===== src/rtl/hwag_sync_fsm.sv =====
// Crank-wheel synchronisation FSM: finds the missing-tooth gap, verifies one revolution,
// then tracks the tooth index and flags loss, revolution and stall events.
module hwag_sync_fsm #(
  parameter int unsigned W     = 24,
  parameter int unsigned TEETH = 60,
  parameter int unsigned LOST  = 2,
  parameter int unsigned CW    = 6
) (
  input  logic          clk_i,
  input  logic          rst_i,
  input  logic          ena_i,
  input  logic          cap_stb_i,
  input  logic [W-1:0]  cap0_i,
  input  logic [W-1:0]  cap1_i,
  input  logic [W-1:0]  cap2_i,
  input  logic          in_range_i,
  input  logic          pcnt_ovf_i,
  output logic [2:0]    state_o,
  output logic          synced_o,
  output logic [CW-1:0] tooth_cnt_o,
  output logic          sync_stb_o,
  output logic          lost_stb_o,
  output logic          rev_stb_o,
  output logic          stall_stb_o,
  output logic          pcap_clr_o
);

  localparam int unsigned WAIT_W = 2;
  localparam logic [CW-1:0] LAST_TOOTH = CW'(TEETH - LOST - 1);
  localparam logic [WAIT_W-1:0] WAIT_LAST = WAIT_W'(2);

  typedef enum logic [2:0] {
    ST_IDLE   = 3'd0,
    ST_WAIT3  = 3'd1,
    ST_SEARCH = 3'd2,
    ST_VERIFY = 3'd3,
    ST_SYNC   = 3'd4
  } state_e;

  state_e            state_q, state_d;
  logic [CW-1:0]     tooth_q, tooth_d;
  logic [WAIT_W-1:0] wait_q, wait_d;
  logic              synced_q, synced_d;
  logic              sync_stb_q, sync_stb_d;
  logic              lost_stb_q, lost_stb_d;
  logic              rev_stb_q, rev_stb_d;
  logic              stall_stb_q, stall_stb_d;
  logic              pcap_clr_q, pcap_clr_d;

  // Doubled periods compared one bit wider so large captures cannot wrap.
  logic [W:0] cap0_x_c, cap1_x2_c, cap2_x2_c;
  logic       gap_cond_c, norm_cond_c;

  always_comb begin
    cap0_x_c    = {1'b0, cap0_i};
    cap1_x2_c   = {cap1_i, 1'b0};
    cap2_x2_c   = {cap2_i, 1'b0};
    gap_cond_c  = (cap0_x_c >= cap1_x2_c) && (cap0_x_c >= cap2_x2_c);
    norm_cond_c = !gap_cond_c && in_range_i;
  end

  always_ff @(posedge clk_i or posedge rst_i) begin
    if (rst_i) begin
      state_q     <= ST_IDLE;
      tooth_q     <= '0;
      wait_q      <= '0;
      synced_q    <= 1'b0;
      sync_stb_q  <= 1'b0;
      lost_stb_q  <= 1'b0;
      rev_stb_q   <= 1'b0;
      stall_stb_q <= 1'b0;
      pcap_clr_q  <= 1'b0;
    end else begin
      state_q     <= state_d;
      tooth_q     <= tooth_d;
      wait_q      <= wait_d;
      synced_q    <= synced_d;
      sync_stb_q  <= sync_stb_d;
      lost_stb_q  <= lost_stb_d;
      rev_stb_q   <= rev_stb_d;
      stall_stb_q <= stall_stb_d;
      pcap_clr_q  <= pcap_clr_d;
    end
  end

  // Next state: disable beats stall, stall beats a capture in the same cycle.
  always_comb begin
    state_d     = state_q;
    tooth_d     = tooth_q;
    wait_d      = wait_q;
    sync_stb_d  = 1'b0;
    lost_stb_d  = 1'b0;
    rev_stb_d   = 1'b0;
    stall_stb_d = 1'b0;
    pcap_clr_d  = 1'b0;

    if (!ena_i) begin
      state_d = ST_IDLE;
      tooth_d = '0;
      wait_d  = '0;
    end else if (pcnt_ovf_i && (state_q != ST_IDLE)) begin
      state_d     = ST_WAIT3;
      tooth_d     = '0;
      wait_d      = '0;
      stall_stb_d = 1'b1;
      pcap_clr_d  = 1'b1;
      lost_stb_d  = synced_q;
    end else begin
      unique case (state_q)
        ST_IDLE: begin
          state_d = ST_WAIT3;
          tooth_d = '0;
          wait_d  = '0;
        end
        ST_WAIT3: begin
          if (cap_stb_i) begin
            if (wait_q == WAIT_LAST) begin
              state_d = ST_SEARCH;
              wait_d  = '0;
            end else begin
              wait_d = wait_q + WAIT_W'(1);
            end
          end
        end
        ST_SEARCH: begin
          if (cap_stb_i && gap_cond_c) begin
            state_d = ST_VERIFY;
            tooth_d = '0;
          end
        end
        ST_VERIFY, ST_SYNC: begin
          if (cap_stb_i) begin
            if ((tooth_q < LAST_TOOTH) && norm_cond_c) begin
              tooth_d = tooth_q + CW'(1);
            end else if ((tooth_q == LAST_TOOTH) && gap_cond_c) begin
              state_d    = ST_SYNC;
              tooth_d    = '0;
              sync_stb_d = (state_q == ST_VERIFY);
              rev_stb_d  = (state_q == ST_SYNC);
            end else begin
              state_d    = ST_SEARCH;
              tooth_d    = '0;
              lost_stb_d = 1'b1;
            end
          end
        end
        default: begin
          state_d = ST_IDLE;
          tooth_d = '0;
          wait_d  = '0;
        end
      endcase
    end

    synced_d = (state_d == ST_SYNC);
  end

  assign state_o     = state_q;
  assign synced_o    = synced_q;
  assign tooth_cnt_o = tooth_q;
  assign sync_stb_o  = sync_stb_q;
  assign lost_stb_o  = lost_stb_q;
  assign rev_stb_o   = rev_stb_q;
  assign stall_stb_o = stall_stb_q;
  assign pcap_clr_o  = pcap_clr_q;

endmodule

===== config.mk =====
export PLATFORM = sky130hd
export DESIGN_NAME = hwag_sync_fsm
export DESIGN_NICKNAME = d
export VERILOG_FILES = /design/src/rtl/hwag_sync_fsm.sv
export SDC_FILE = /design/constraint.sdc
export NUM_CORES = 1
export LEC_CHECK = 0
export CORE_UTILIZATION = 39
export CTS_BUF_LIST = sky130_fd_sc_hd__clkbuf_8
export CTS_CLUSTER_SIZE = 12
export DETAILED_ROUTE_END_ITERATION = 7
export GPL_ROUTABILITY_DRIVEN = 0
export PLACE_DENSITY = 0.75
export SETUP_SLACK_MARGIN = 0.4
export SKIP_LAST_GASP = 1
export SLEW_MARGIN = 20
export SYNTH_ARGS = -nofsm -noshare
export SYNTH_HDL_FRONTEND = slang
export SYNTH_SLANG_ARGS = --single-unit

===== constraint.sdc =====
create_clock -name clk_i -period 2 [get_ports clk_i]
set_input_delay 0.6 -clock clk_i [delete_from_list [all_inputs] [get_ports clk_i]]
set_output_delay 0.6 -clock clk_i [all_outputs]
set_load 0.02 [all_outputs]

==> flow_summary_export.csv, run 1 <==
group,metric,value,unit
outcome,status,"finished, violations left",
outcome,violations,"setup timing",
finish,diodes,0,
timing,skew,9.56,ps
synthesis,synth_edf_count,0,
die,io_pins,93,
finish,utilization,81.3,%
placed_design,port_buffers,92,
worst_setup_path,path_class,"in -> reg",
worst_setup_path,crit_path_max_fanout,5,
timing,min_period_over_period,119,%
placed_design,pre_cts_ws,-1180,ps
cts,clkTransAtPathRegs,60,ps
synthesis,synthFlopType,"dfrtp_1",
power_and_ir_drop,p_per_area,316,nW/µm²
timing,rsz0062_at_grt,"true",
timing,setup_slack,-380,ps
synthesis,synth.avg_cell_area,7.84,µm²
synthesis,ys_top_cells_by_count,"inv_1 (57), ha_1 (49), a21oi_1 (23)",
cts,clock_sinks,16,
cts,cts_buffer_depth,2,
synthesis,yosysSeqAreaShare,18.7,%
grt,antenna_found_initial,0,
timing,finalMaxSlewViolations,0,
timing,setup_viol,13,
grt,grt_max_degree,17,
cts,root_buffer,"clkbuf_8",
drt,vias_per_cell,5.27,
finish,area_growth,97.5,%
worst_setup_path,cp-end-kind,"flop",
timing,worst_pin_slew,533,ps
hold_path,hold_class,"reg -> reg",
cts,numCtsBuffers,3,
grt,grt.met3_usage,5.03,%
power_and_ir_drop,peakVddDrop,0.273,mV
grt,busiest_layer,"met2",
die,rows,26,
grt,grt_pass1_vias,2660,
synthesis,async_flop_share,100,%
synthesis,synth_area_leaders,"ha_1 (29%), dfrtp_1 (19%), inv_1 (10%)",
drt,drc_errors,0,
drt,wl,7780,µm
die,coreArea,5200,µm²
cts,clock_latency,260,ps
die,start_util,41.1,%
synthesis,netlist_area,2140,µm²
synthesis,synth.net_count,400,
worst_setup_path,regToRegSetupSlack,70,ps
placed_design,place_area,3480,µm²
synthesis,synth_top_area_cell,"ha_1",
grt,track_usage,25.6,%
timing,finalHoldViolations,0,
grt,grt-ovfl-total,0,
die,die-area,5790,µm²
grt,gr-usage-met2,49.0,%
synthesis,yosysMostFrequentCell,"inv_1",
finish,fin_nets,553,
synthesis,yosys_warnings,0,
cts,htree_levels,1,
cts,cts_tree,"built",
synthesis,synth_top_area_share,28.6,%
drt,drt_first_pass_iters,4,
worst_setup_path,worst_ep_required_time,2180,ps
finish,fin_area,4230,µm²
drt,drt_iter0_drc,128,
timing,fmax,420,MHz
timing,min_period,2380,ps
finish,layout-drive-gt1-share,53.2,%
worst_setup_path,crit_arrival,2560,ps
synthesis,synthDistinctLibCells,50,
die,die_h,76.1,µm
synthesis,ys_ff_latch,16,
synthesis,netlist_instances,273,
power_and_ir_drop,leakagePower,2.02,nW
grt,grt_pass1_wl,12000,µm
job,maxCapViolCount,0,
die,die_w,76.1,µm
drt,wl_per_cell,15.7,µm
drt,antenna_left,0,
grt,use_met1,28.1,%
worst_setup_path,worstSetupStartpointType,"primary input",
timing,max_slew_margin,64.1,%
drt,routed-via-count,2610,
placed_design,dpl.hpwl,5310,µm
-- worst paths after layout --
path | to | start | depth (start not counted)
setup / recovery | synced_o | cap0_i[15] | 10
hold / removal | lost_stb_o | synced_o | 2
setup reg to reg | tooth_cnt_o[5] | state_o[2] | 7
hold reg to reg | lost_stb_o | synced_o | 2
max in group asynchronous | state_o[1] | rst_i | 3
min in group asynchronous | tooth_cnt_o[1] | rst_i | 3
-- sequential cells by signal (all words and copies together), names as in the netlist --
| signal | flops |
|---|---|
| state_o | 3 |
| synced_o | 1 |
| pcap_clr_o | 1 |
| lost_stb_o | 1 |
| wait_q | 2 |
| sync_stb_o | 1 |
| rev_stb_o | 1 |
| tooth_cnt_o | 6 |
-- stage by stage --
| stage | power, W | hold WS [ps] | std cells | TNS, ps |
|---|---|---|---|---|
| 6_report | 0.00134 | 485 | 495 | -4440 |
| 5_1_grt | 0.00141 | 525 | 495 | -5280 |
| 4_1_cts | 0.00126 | 487 | 487 | -3480 |
| 3_5_place_dp | 0.000846 | 477 | 463 | -14310 |
| 3_3_place_gp | 0.000828 | 483 | 463 | -13140 |
| 2_1_floorplan | 0.000566 | 479 | 273 | -3240 |
-- power breakdown --
group	leakage, nW	switching, W	internal [W]
Combinational	1.77	0.000314	0.000394
Clock	0.0288	0.000119	0.000175
Sequential	0.215	0.00000565	0.000329
-- layout by cell type (no fill, tap or decap), types with 4 or more instances in the layout --
cell             count
dfrtp_1             13
nor3_1               5
ha_1                15
a21oi_1             12
buf_6               18
o21ai_0              4
clkdlybuf4s15_2      4
nor2_1              10
o21ai_1              8
clkdlybuf4s50_1      6
dlygate4sd2_1       40
a21oi_2             10
clkbuf_8             4
a21o_1               7
buf_2               11
inv_1               28
o21ai_2              4
nand4_1              4
clkbuf_2            11
buf_4               56
inv_2               26
ha_4                33
nand2_1             13
nand3_1              7
-- repair_timing --
item                                    in CTS  in global routing
hold buffers                                 0                  0
endpoints found under the hold margin        0                  0
endpoints found under the setup margin      30                 21
pin swaps                                   81                 41
resized for setup                          280                 65
buffers inserted                            20                  8
-- layer usage --
metal  wire length (µm)  vias up
met5                  0        -
met1               2980     1218
met2               4130      104
met4                275        0
met3                390       26
li1                   -     1262
-- critical path, cell delays in order --
cell and delay, ps:
buf_4 140, ha_4 270, and4_4 240, nand2_2 60, o31a_1 340, buf_6 140, o21ai_4 150, nand2_4 90
or3_4 380, a21oi_2 150
-- area by class of cell --
class | instances | area [µm²]
clock buffer | 4 | 55.1
fill | 344 | 976
inverter | 57 | 231
multi-input combinational | 196 | 2180
sequential | 16 | 404
tap | 70 | 87.6
timing repair buffer | 152 | 1270
-- kinds of logic after synthesis --
kind of cell,count (synthesis),share of synthesized area (%)
simple gates,74,18.7
compound gates,72,22.1
buf+inv,61,11.4
fa+ha+maj,49,28.6
flops,16,18.7
mux,1,0.468
(Power assumes the default switching activity.)
==> run 2: changes to the inputs <==
Settings changed: CORE_UTILIZATION 39 to 44, PLACE_DENSITY 0.75 to 0.83.
==> run 2 against run 1 <==
The run still ends with setup timing left. Critical path type unchanged. Highest routed layer unchanged. Via count rose by 8.6%. Clock power rose by 4%. Die area fell by 11%. Count of clock-buffer cells in the layout did not move.
==> flow_summary_export.csv, run 2 (synthesized netlist as in run 1, its figures left out) <==
group,metric,value,unit
power_and_ir_drop,switching_share,35.1,%
worst_setup_path,cp-end-kind,"flop",
finish,diodes,0,
drt,drt_iter0_drc,243,
finish,largest_reg_flops,6,
finish,layout-drive-gt1-share,52.8,%
die,die-area,5150,µm²
timing,max_slew_margin,51.0,%
outcome,violations,"setup timing",
cts,cts_buffer_depth,2,
drt,wl_per_cell,20.2,µm
placed_design,dpl.hpwl,5010,µm
worst_setup_path,worstSetupStartpointType,"primary input",
timing,setup_slack,-523,ps
drt,routed-via-count,2834,
drt,drt_first_pass_iters,4,
finish,fin_area,4140,µm²
finish,seq_area,407,µm²
finish,fin_nets,545,
finish,num-fill-cells,217,
grt,grt_max_degree,17,
cts,ctsHoldBuffers,0,
cts,cts_tree,"built",
timing,hold_slack,504,ps
finish,final_cell_mix,"buf_4 (47), ha_4 (32), inv_2 (29)",
power_and_ir_drop,leakagePower,2.00,nW
timing,finalHoldViolations,0,
finish,multiInputGateArea,2200,µm²
die,die_h,71.8,µm
power_and_ir_drop,peakVddDrop,0.242,mV
placed_design,port_buffers,92,
timing,fmax,396,MHz
power_and_ir_drop,p_clk_share,22.6,%
cts,clock_sinks,16,
worst_setup_path,worst_ep_required_time,2150,ps
worst_setup_path,path_class,"in -> reg",
finish,area_growth,93.2,%
cts,root_buffer,"clkbuf_8",
placed_design,pre_cts_ws,-1170,ps
power_and_ir_drop,combPwrFrac,52.7,%
grt,grt_pass1_wl,12100,µm
worst_setup_path,crit_path_max_fanout,3,
die,coreArea,4690,µm²
finish,layout.cells.non_filler,471,
power_and_ir_drop,p_sw,0.000475,W
die,die_w,71.8,µm
placed_design,place_area,3420,µm²
hold_path,hold_class,"reg -> reg",
power_and_ir_drop,p_seq_share,24.7,%
grt,grt_pass1_vias,2737,
power_and_ir_drop,p_per_area,327,nW/µm²
cts,numCtsBuffers,3,
drt,vias_per_cell,6.02,
timing,setup_viol,13,
cts,htree_levels,1,
timing,skew,8.48,ps
finish,layout_commonest_cell,"buf_4",
drt,drc_errors,0,
placed_design,place_inst,442,
outcome,status,"finished, violations left",
cts,clkTransAtPathRegs,60,ps
timing,min_period_over_period,126,%
cts,clock_latency,270,ps
timing,min_period,2520,ps
grt,grt-ovfl-total,0,
grt,track_usage,29.7,%
power_and_ir_drop,intPower,0.000879,W
timing,rsz0062_at_grt,"true",
drt,antenna_left,0,
worst_setup_path,crit_arrival,2670,ps
timing,worst_pin_slew,728,ps
job,maxCapViolCount,0,
timing,finalMaxSlewViolations,0,
drt,wl,9530,µm
die,rows,25,
die,start_util,45.6,%
grt,antenna_found_initial,0,
die,io_pins,93,
[run 2: cell types whose count changed in the layout (fill, tap and decap cells not counted), sizes merged]
cell / before / now
clkdlybuf4s15: 6 / 16
clkdlybuf4s50: 6 / 5
dlygate4sd2: 40 / 28
buf: 88 / 76
dlymetal6s2s: 1 / 6
clkbuf: 15 / 17
[run 2: path summary, 6_finish.rpt]
kind | startpoint | to | slack [ps] | cells after the start
worst max-delay path | cap1_i[9] | state_o[0] | -520 | 12
worst min-delay path | wait_q[1] | wait_q[1] | 500 | 1
worst max register to register | state_o[0] | tooth_cnt_o[2] | -230 | 8
worst min register to register | wait_q[1] | wait_q[1] | 500 | 1
max in group asynchronous | rst_i | state_o[0] | 1120 | 3
min in group asynchronous | rst_i | tooth_cnt_o[0] | 670 | 3
[run 2: power groups by stage]
stage | Combinational, W | Clock (W) | Sequential [W]
floorplan | 0.000223 | 0 | 0.000343
global placement | 0.000478 | 0 | 0.000341
detailed placement | 0.000492 | 0 | 0.000342
CTS | 0.000604 | 0.000290 | 0.000335
global route | 0.000763 | 0.000325 | 0.000335
finish | 0.000713 | 0.000306 | 0.000335
[run 2: metrics by stage]
stage | utilization, % | total power, W | TNS, ps
final | 88.1 | 0.00135 | -5690
after global routing | 88.1 | 0.00142 | -6280
after CTS | 84.3 | 0.00123 | -4320
after detailed placement | 72.9 | 0.000834 | -13910
after global placement | 72.9 | 0.000819 | -13040
after floorplan | - | 0.000566 | -3240
[run 2: critical path, cell delays in order]
cell	delay [ps]
dlygate4sd2_1	230
inv_2	50
ha_4	260
a21o_1	130
nand3_1	140
a21oi_2	210
o21ai_1	120
buf_4	150
nand4_1	120
nand3_1	180
a41o_1	280
a31o_1	190
[run 2: cell type report]
type,count,share of cell area [%]
sequential,16,9.83
inverter,57,5.60
multi-input combinational,196,53.2
timing repair buffer,144,28.4
tap,54,1.63
clock buffer,4,1.33
[run 2: layer usage]
metal	up-vias	track usage, %	routed length [µm]
met5	-	0	0
met4	0	9.37	678
met3	87	6.33	834
met2	205	56.4	4810
met1	1304	32.6	3210
li1	1238	-	-
[run 2: repair_timing]
item                       4_1_cts  5_1_grt
setup endpoints to repair       30       23
pin swaps                       64       38
hold endpoints to repair         0        0
resized for setup              276       65
buffers inserted                11       14
==> run 3: changes to the inputs <==
Settings changed: CORE_UTILIZATION 44 to 48, PLACE_DENSITY 0.83 to 0.9.
Clock period 2 ns to 3.3 ns, I/O delays scaled along.
==> run 3 against run 2 <==
The flow finishes with violations (DRC). Cell count decreased by 6.2%. Sequential power decreased by 39%. Flip-flop and latch count unchanged. Largest cell class unchanged.
==> flow_summary_export.csv, run 3 (synthesized netlist as in run 1, its figures left out) <==
group,metric,value,unit
die,coreArea,4140,µm²
timing,worst_pin_slew,802,ps
die,start_util,51.7,%
cts,cts_buffer_depth,2,
power_and_ir_drop,p_seq_share,25.6,%
worst_setup_path,crit_path_max_fanout,4,
die,die_h,68.8,µm
finish,final_cell_mix,"ha_4 (32), inv_2 (31), clkbuf_2 (27)",
timing,rsz0062_at_grt,"true",
die,die-area,4730,µm²
die,rows,23,
drt,routed-via-count,3069,
die,die_w,68.8,µm
grt,grt_pass1_wl,14000,µm
grt,grt_pass1_vias,2995,
drt,vias_per_cell,6.94,
cts,root_buffer,"clkbuf_8",
placed_design,place_area,3200,µm²
drt,antenna_left,0,
timing,setup_viol,0,
cts,cts_tree,"built",
finish,fin_nets,520,
timing,min_period,3200,ps
finish,layout.cells.non_filler,442,
grt,grt_max_degree,17,
drt,drt_iter0_drc,439,
cts,clkTransAtPathRegs,70,ps
die,io_pins,93,
grt,use_met1,37.6,%
worst_setup_path,worstSetupStartpointType,"primary input",
worst_setup_path,path_class,"in -> reg",
timing,skew,6.91,ps
power_and_ir_drop,switching_share,37.7,%
worst_setup_path,crit_arrival,3320,ps
timing,fin_setup_tns,0,ps
placed_design,dpl.hpwl,5090,µm
worst_setup_path,cp-end-kind,"flop",
power_and_ir_drop,combPwrFrac,54.9,%
power_and_ir_drop,total_power,0.000796,W
drt,wl_per_cell,25.9,µm
timing,min_period_over_period,97.0,%
grt,busiest_layer,"met2",
power_and_ir_drop,leakagePower,1.87,nW
timing,hold_slack,548,ps
finish,layout-drive-gt1-share,45.3,%
worst_setup_path,worst_ep_required_time,3420,ps
drt,drt_first_pass_iters,8,
placed_design,port_buffers,92,
placed_design,place_inst,425,
power_and_ir_drop,p_per_area,207,nW/µm²
finish,largest_reg_flops,6,
cts,htree_levels,1,
timing,finalMaxSlewViolations,0,
timing,fmax,312,MHz
power_and_ir_drop,peakVddDrop,0.176,mV
drt,wl,11400,µm
outcome,violations,"DRC",
cts,numCtsBuffers,3,
cts,clock_latency,250,ps
power_and_ir_drop,p_clk_share,19.4,%
finish,area_growth,79.4,%
grt,antenna_found_initial,1,
finish,fin_area,3840,µm²
job,maxCapViolCount,0,
finish,layout_commonest_cell,"ha_4",
grt,track_usage,40.9,%
drt,drc_errors,2,
power_and_ir_drop,intPower,0.000496,W
cts,clock_sinks,16,
grt,grt.met3_usage,17.4,%
power_and_ir_drop,p_sw,0.000300,W
grt,grt-ovfl-total,0,
grt,gr-usage-met2,69.6,%
worst_setup_path,regToRegSetupSlack,340,ps
outcome,status,"finished, violations left",
timing,finalHoldViolations,0,
timing,max_slew_margin,46.1,%
hold_path,hold_class,"reg -> reg",
-- run 3: per-layer routing --
metal / vias to the layer above / share of wire [%]
met3: 138 / 11
met2: 337 / 48
met4: 0 / 11
met5: - / 0
met1: 1398 / 30
li1: 1196 / -
-- run 3: power by group through the flow --
stage / clock (W) / combinational [W] / sequential [W]
6_report: 0.000155 / 0.000437 / 0.000204
5_1_grt: 0.000156 / 0.000471 / 0.000204
4_1_cts: 0.000150 / 0.000325 / 0.000203
3_5_place_dp: 0 / 0.000281 / 0.000207
3_3_place_gp: 0 / 0.000268 / 0.000206
2_1_floorplan: 0 / 0.000125 / 0.000207
-- run 3: through the flow --
stage | worst slack (ps) | util [%]
2_1_floorplan | 493 | -
3_3_place_gp | -171 | 77.2
3_5_place_dp | -209 | 77.2
4_1_cts | 403 | 86.8
5_1_grt | -122 | 92.7
6_report | 97.5 | 92.7
-- run 3: worst paths after layout --
| path | start | end | cells after the start |
|---|---|---|---|
| worst min register to register | synced_o | lost_stb_o | 2 |
| worst max register to register | state_o[2] | tooth_cnt_o[5] | 6 |
| max in group asynchronous | rst_i | lost_stb_o | 2 |
| worst max-delay path | cap0_i[8] | tooth_cnt_o[5] | 11 |
| worst min-delay path | synced_o | lost_stb_o | 2 |
| min in group asynchronous | rst_i | tooth_cnt_o[4] | 2 |
-- run 3: area by class of cell --
| type | count | area [µm²] |
|---|---|---|
| fill | 142 | 303 |
| sequential | 16 | 400 |
| clock buffer | 3 | 41.3 |
| tap | 50 | 62.6 |
| antenna | 1 | 2.50 |
| inverter | 57 | 216 |
| multi-input combinational | 196 | 2140 |
| timing repair buffer | 119 | 980 |
-- run 3: timing repair --
| action | 4_1_cts | 5_1_grt |
|---|---|---|
| cloned | 0 | 0 |
| buffers inserted | 7 | 6 |
| setup endpoints to repair | 13 | 13 |
| hold buffers | 0 | 0 |
| pin swaps | 46 | 48 |
| resized for setup | 148 | 122 |
-- run 3: worst max-delay path, stage by stage --
cell and delay [ps]:
buf_2 130, ha_4 270, o21ai_1 70, o21bai_2 240, a41oi_2 90, o31a_1 350, o21ai_2 290, nand2_4 130
buf_4 170, a21o_2 200, a221oi_2 390
